===== src/rtl/tt_um_mariya_divider.sv =====
// rtl/tt_um_mariya_divider.sv - 8-bit by 4-bit restoring divider, one quotient bit per clock

module tt_um_mariya_divider (
    input  logic       clk,
    input  logic       rst_n,
    input  logic       ena,
    input  logic [7:0] ui_in,
    input  logic [7:0] uio_in,
    output logic [7:0] uo_out,
    output logic [7:0] uio_out,
    output logic [7:0] uio_oe
);

    typedef enum logic [1:0] {
        IDLE = 2'd0,
        RUN  = 2'd1,
        DONE = 2'd2
    } state_t;

    state_t      state;
    state_t      state_nx;

    logic        start;
    logic        sel;
    logic [3:0]  d_in;
    logic        unused_bits;

    logic [7:0]  n_reg;
    logic [3:0]  d_reg;
    logic [2:0]  cnt;
    logic [4:0]  p;
    logic [7:0]  q_work;
    logic [7:0]  q_res;
    logic [3:0]  r_res;
    logic        dbz;

    logic [4:0]  p_shift;
    logic [4:0]  p_step;
    logic        q_bit;

    assign d_in        = uio_in[3:0];
    assign start       = uio_in[4];
    assign sel         = uio_in[5];
    assign unused_bits = &{1'b0, uio_in[7:6]};

    // One restoring step: bring down the next dividend bit (MSB first) and trial-subtract.
    always_comb begin
        p_shift = {p[3:0], n_reg[3'd7 - cnt]};
        q_bit   = (p_shift >= {1'b0, d_reg});
        p_step  = q_bit ? (p_shift - {1'b0, d_reg}) : p_shift;
    end

    // State register; ena low freezes the controller, reset wins regardless of ena.
    always_ff @(posedge clk) begin
        if (!rst_n) begin
            state <= IDLE;
        end else if (ena) begin
            state <= state_nx;
        end
    end

    // Next state: divide-by-zero skips RUN; DONE waits for start to drop so a held start cannot retrigger.
    always_comb begin
        state_nx = state;
        case (state)
            IDLE: begin
                if (start) begin
                    state_nx = (d_in == 4'd0) ? DONE : RUN;
                end
            end
            RUN: begin
                if (cnt == 3'd7) begin
                    state_nx = DONE;
                end
            end
            DONE: begin
                if (!start) begin
                    state_nx = IDLE;
                end
            end
            default: state_nx = IDLE;
        endcase
    end

    // Datapath: capture operands in IDLE, iterate in RUN, publish results only on entry to DONE.
    always_ff @(posedge clk) begin
        if (!rst_n) begin
            n_reg  <= 8'd0;
            d_reg  <= 4'd0;
            cnt    <= 3'd0;
            p      <= 5'd0;
            q_work <= 8'd0;
            q_res  <= 8'd0;
            r_res  <= 4'd0;
            dbz    <= 1'b0;
        end else if (ena) begin
            case (state)
                IDLE: begin
                    if (start) begin
                        n_reg  <= ui_in;
                        d_reg  <= d_in;
                        cnt    <= 3'd0;
                        p      <= 5'd0;
                        q_work <= 8'd0;
                        if (d_in == 4'd0) begin
                            q_res <= 8'hFF;
                            r_res <= 4'hF;
                            dbz   <= 1'b1;
                        end
                    end
                end
                RUN: begin
                    cnt    <= cnt + 3'd1;
                    p      <= p_step;
                    q_work <= {q_work[6:0], q_bit};
                    if (cnt == 3'd7) begin
                        q_res <= {q_work[6:0], q_bit};
                        r_res <= p_step[3:0];
                        dbz   <= 1'b0;
                    end
                end
                default: begin
                end
            endcase
        end
    end

    assign uo_out  = sel ? {4'b0000, r_res} : q_res;
    assign uio_out = {(state == RUN), (state == DONE), dbz, 5'b00000};
    assign uio_oe  = 8'b1110_0000;

endmodule


===== config.mk =====
export PLATFORM = sky130hd
export DESIGN_NAME = tt_um_mariya_divider
export DESIGN_NICKNAME = d
export VERILOG_FILES = /design/src/rtl/tt_um_mariya_divider.sv
export SDC_FILE = /design/constraint.sdc
export NUM_CORES = 1
export LEC_CHECK = 0
export ABC_AREA = 1
export CELL_PAD_IN_SITES_DETAIL_PLACEMENT = 1
export CELL_PAD_IN_SITES_GLOBAL_PLACEMENT = 2
export CORE_MARGIN = 5
export CORE_UTILIZATION = 28
export CTS_CLUSTER_DIAMETER = 50
export DETAILED_ROUTE_END_ITERATION = 6
export GPL_ROUTABILITY_DRIVEN = 0
export PLACE_DENSITY_LB_ADDON = 0.1
export SYNTH_ARGS = -nofsm -noshare
export SYNTH_HDL_FRONTEND = slang
export SYNTH_SLANG_ARGS = --single-unit

===== constraint.sdc =====
create_clock -name clk -period 2.55 [get_ports clk]
set_input_delay 0.51 -clock clk [delete_from_list [all_inputs] [get_ports clk]]
set_output_delay 0.51 -clock clk [all_outputs]
set_load 0.02 [all_outputs]

**Word-level counts from Yosys, hierarchy flattened**

Index checks and enable logic that the tools add are counted.

- Register bits: 41
- Input port bits: 19
- Output and inout port bits: 24
- Word-level logic and storage cells: 55

- Add/sub/neg operators: 3
- Order comparisons: 2
- Eq/ne operators: 7
- Multiplexer cells: 27
- Reductions and logical operators: 7

Operator list:

| kind | count |
|---|---|
| $mux 8 | 4 |
| $mux 4 | 5 |
| $pmux 4 s2 | 2 |
| $pmux 8 s2 | 1 |
| $pmux 7 s2 | 1 |
| $mux 2 | 4 |
| $mux 7 | 1 |
| $ne 2x2->1 const B | 3 |
| $pmux 2 s3 | 1 |
| $pmux 3 s2 | 1 |
| $reduce_and 3->1 | 2 |
| $ge 5x4->1 | 1 |
| $reduce_and 5->1 | 1 |
| $logic_not 4->1 | 1 |
| $lt 3x4->1 const B | 1 |
| $mux 1 | 4 |
| $reduce_and 4->1 | 1 |
| $sub 4x4->4 | 1 |
| $add 3x1->3 const B | 1 |
| $bmux 1 s3 | 1 |
| $eq 3x3->1 const B | 1 |
| $mux 3 | 1 |
| $sub 3x3->3 const A | 1 |
| $eq 2x1->1 const B | 1 |
| other kinds (5) | 5 |

**Longest topological paths before layout**

- Depth after elaboration: 7
- Gate-level depth with buffers: 16
- Gate-level depth less buffers: 16

**Least setup slack after synthesis**

Ideal clock, no wire load.

- Path kind: reg2reg
- Start: register cnt[0]
- End: register r_res[0]
- Setup time: 0.115 ns
- Arrival: 1.683 ns
- Required time: 2.435 ns
- Setup slack: 0.753 ns
- Cell stages (with the launch flop): 14
- Path buffers: 0
- Clock period less this slack: 1.797 ns
- Cells stage by stage: dfxtp_1 inv_1 nand2_1 nand3_1 nand3_1 nand2_1 ha_1 nand3_1 o21ai_2 inv_1 nand2_1 nand2_1 a21oi_1 nor2_1

- Longest elaborated chain between the ends: 7
- Elaborated cells between the ends (all ways): 11
- Those cells by class: add/sub: 2; order compare: 1; eq/ne: 2; mux: 5; reduce/logical: 1

RTL lines:

| item | line | text |
|---|---|---|
| start: declaration | 30 | `logic [2:0] cnt;` |
| start signal: assignment | 113 | `cnt <= cnt + 3'd1;` |
| $sub 3x3->3 | 48 | `p_shift = {p[3:0], n_reg[3'd7 - cnt]};` |
| $bmux 1 s3 | 48 |  |
| $mux 1 (implied by the code) | 48 |  |
| $sub 4x4->4 or $ge 5x4->1 (tied branches) | 50, 49 |  |
| $mux 4 | 50 | `p_step = q_bit ? (p_shift - {1'b0, d_reg}) : p_shift;` |
| $mux 4 | 116 | `if (cnt == 3'd7) begin` |
| $pmux 4 s2 | 97 | `case (state)` |
| end signal: assignment | 118 | `r_res <= p_step[3:0];` |
| end: declaration | 34 | `logic [3:0] r_res;` |

Several ways; a longest one is shown, not always the timed one. The select of a mux whose other input is x is not followed.
A chain may end at the register's enable or synchronous reset.

**Worst setup path in the final report**

- Start: input uio_in[5]
- End: output uo_out[6]

- Longest elaborated chain between the ends: 1

RTL lines:

| item | line | text |
|---|---|---|
| start: declaration | 8 | `input logic [7:0] uio_in,` |
| $mux 8 | 128 | `assign uo_out = sel ? {4'b0000, r_res} : q_res;` |
| end: declaration | 9 | `output logic [7:0] uo_out,` |

No other way between the ends.

==> summary.md <==
| Metric | Value |
|---|---|
| TritonRoute pass-1 iters | `4` |
| Share of Yosys cell area claimed by the top area cell type | `40.64%` |
| Vias after detailed routing | `1,786` |
| Worst r2r src | `cnt[0]` |
| Ports | `43` |
| Post-detailed-route count of antenna-violating nets | `0` |
| Antenna violations before repair | `0` |
| Depth of the CTS H-tree | `2` |
| Minimum clock period | `around 2500 ps` |
| Number of global-route vias before repair | `around 1,900` |
| Critical path fanouts, max | `7` |
| Cell Area, Synth | `0.002019 mm^2` |
| Fin. Hold Viols | `0` |
| Wire length on met3 | `149 um` |
| Setup CP Type | `input pin to output pin` |
| Cts repair resizes | `0` |
| Area grow syn2layout | `21.38%` |
| Buffers on Ports | `27` |
| Measured slew at the worst slew-check pin | `around 600 ps` |
| Top Metal Used | `met4` |
| Post-synth top cells | `53 x nand2_1, 41 x dfxtp_1, 35 x a21oi_1, 35 x inv_1, 28 x nor2_1` |
| Largest net degree at the start of global routing | `24` |
| Share of cells above drive strength 1 | `8.824%` |
| Worst Setup End Kind | `output pin` |
| N_diodes | `0` |
| Core Area | `roughly 0.0071 mm^2` |
| Root Buffer | `clkbuf_8` |
| Die ar. | `0.009011 mm^2` |
| Largest area contributor in the synthesized netlist | `dfxtp_1` |
| Site Rows | `31` |
| 1st-iter DRT viols | `51` |
| Global-route usage over all layers | `12.37%` |
| Post-route worst setup slack | `68.45 ps` |
| Clock sink total | `41` |
| Reg2reg path depth | `12` |
| Drt wl/cell | `12.37 um` |
| Dpl hpwl | `3.734 mm` |
| Post-CTS setup buffer count | `0` |
| Pwr/cell area | `637.3 mW/mm^2` |
| CTS tree | `yes` |
| Cell with the most instances after synthesis | `nand2_1` |
| Critical Path RT | `2040 ps` |
| Starting Density | `28.30%` |
| EDFF count, synth | `0` |
| Total Nets Final | `~330` |
| DRC Markers | `0` |
| WP data arrival | `1970 ps` |
| Period utilisation layout | `97.32%` |
| Chip Height | `94.93 um` |
| YS warnings | `0` |
| Crit path to | `uo_out[6]` |
| Status | `finished, final reports clean` |
| Cts-stage hold buffer count | `0` |
| Post-Syn Area per Cell | `approximately 7.2 um^2` |
| Clock buffer count from CTS | `5` |
| DR vias/cell | `4.410` |
| Class of the worst hold path | `flop to flop` |
| Met2 routed WL | `2.380 mm` |
| Wl on met1 | `2.427 mm` |
| Peak supply drop | `around 0.26 mV` |
| Gr ovfl total | `0` |
| Clock buffer depth | `2` |
| First-pass GRT wire length | `8.763 mm` |
| R2R Setup Slk | `500 ps` |
| Post-Synthesis Cells | `approximately 280` |
| P_leak | `between 1 and 1.5 nW` |
| Slew HR | `59.84%` |
| Setup Skew | `6.199 ps` |
| Yosys cell types | `29` |
| Worst setup SP type | `input pin` |
| Register area share after synthesis | `40.64%` |
| Fin Setup TNS | `0 ps` |
| Worst-Skew Late Latency | `290 ps` |
| Clk slew on worst S/H paths | `70 ps` |
| RSZ-0062 raised after global routing | `false` |
| Main synth FF type | `dfxtp_1` |
| Seq cells post-synth | `41` |
| Ys async rst share | `0%` |
| Worst Setup SP | `uio_in[5]` |
| Setup violators final | `0` |
| R2R Path End | `r_res[0]` |
| Total of max-cap violations | `0` |
| Max Clk Rate | `0.4030 GHz` |
| Die width | `94.93 um` |
| Top cells by area, synth | `dfxtp_1 41%, nand2_1 9.9%, a21oi_1 8.7%, inv_1 6.5%, buf_4 5.2%` |
| Final Slew Violations | `0` |
| Place WS | `40.08 ps` |
| Final wirelength | `5.009 mm` |
## worst max-delay path, cell delays in order
cell,delay [ps]
clkdlybuf4s50_1,430
buf_4,170
buf_4,150
nor2_1,90
clkdlybuf4s50_1,610
## kinds of logic (layout without fill, tap and decap cells)
family,Yosys count,in the layout,synth area share [%]
flops,41,41,40.64
buf+inv,62,78,14.93
fa+ha+maj,7,7,4.709
mux,1,1,0.5576
compound gates,63,63,16.54
simple gates,102,102,21.81
xor+xnor,1,1,0.4338
other cells,2,13,0.3719
## per-stage QoR
step	hold slack (ps)	power, mW	area (um^2)	utilization [%]	cells
after floorplan	429.3	0.9733	2061	-	290
after global placement	443.0	1.070	2342	32.82	398
after detailed placement	445.8	1.073	2342	32.82	398
after CTS	457.8	1.593	2446	34.27	405
after global routing	489.3	1.674	2451	34.34	405
final	454.5	1.562	2451	34.34	405
## final cells by class
type | instances | area, um^2
well taps | 99 | 123.9
clock inverters | 2 | 35.03
fillers | 918 | 4686
flip-flops and latches | 41 | 820.8
inverters | 39 | 151.4
clock buffers | 5 | 68.82
repair buffers | 32 | 312.8
multi-input cells | 187 | 938.4
## routing by layer
layer,vias up,track usage [%]
met3,4,3.347
met5,-,0
met1,846,15.25
li1,910,-
met4,0,3.606
met2,26,21.02
## power breakdown
part	switching (mW)	internal, mW
combinational	0.228	0.126
sequential	0.0176	0.680
clock	0.226	0.285
## placed cells by master, fill, tap and decap left out, types with 2 or more instances in the layout
master	n
dfxtp_1	41
clkbuf_8	5
nand2_2	3
a21oi_1	35
nor2_1	28
nand2_1	53
conb_1	13
a211oi_1	4
buf_4	5
o21ai_1	7
clkdlybuf4s50_1	25
ha_1	6
inv_1	35
nand3_1	12
o21ai_0	14
inv_2	3
nor2_2	2
dlymetal6s2s_1	2
## worst min-delay path by stage
stage	startpoint	depth (start not counted)	slack, ps	to
2_1_floorplan	n_reg[0]	2	430	n_reg[0]
3_3_place_gp	n_reg[4]	2	440	n_reg[4]
3_5_place_dp	n_reg[4]	2	450	n_reg[4]
4_1_cts	n_reg[4]	2	460	n_reg[4]
5_1_grt	n_reg[7]	2	490	n_reg[7]
6_report	n_reg[4]	2	450	n_reg[4]
No activity file was read; power rests on OpenSTA's default activity.
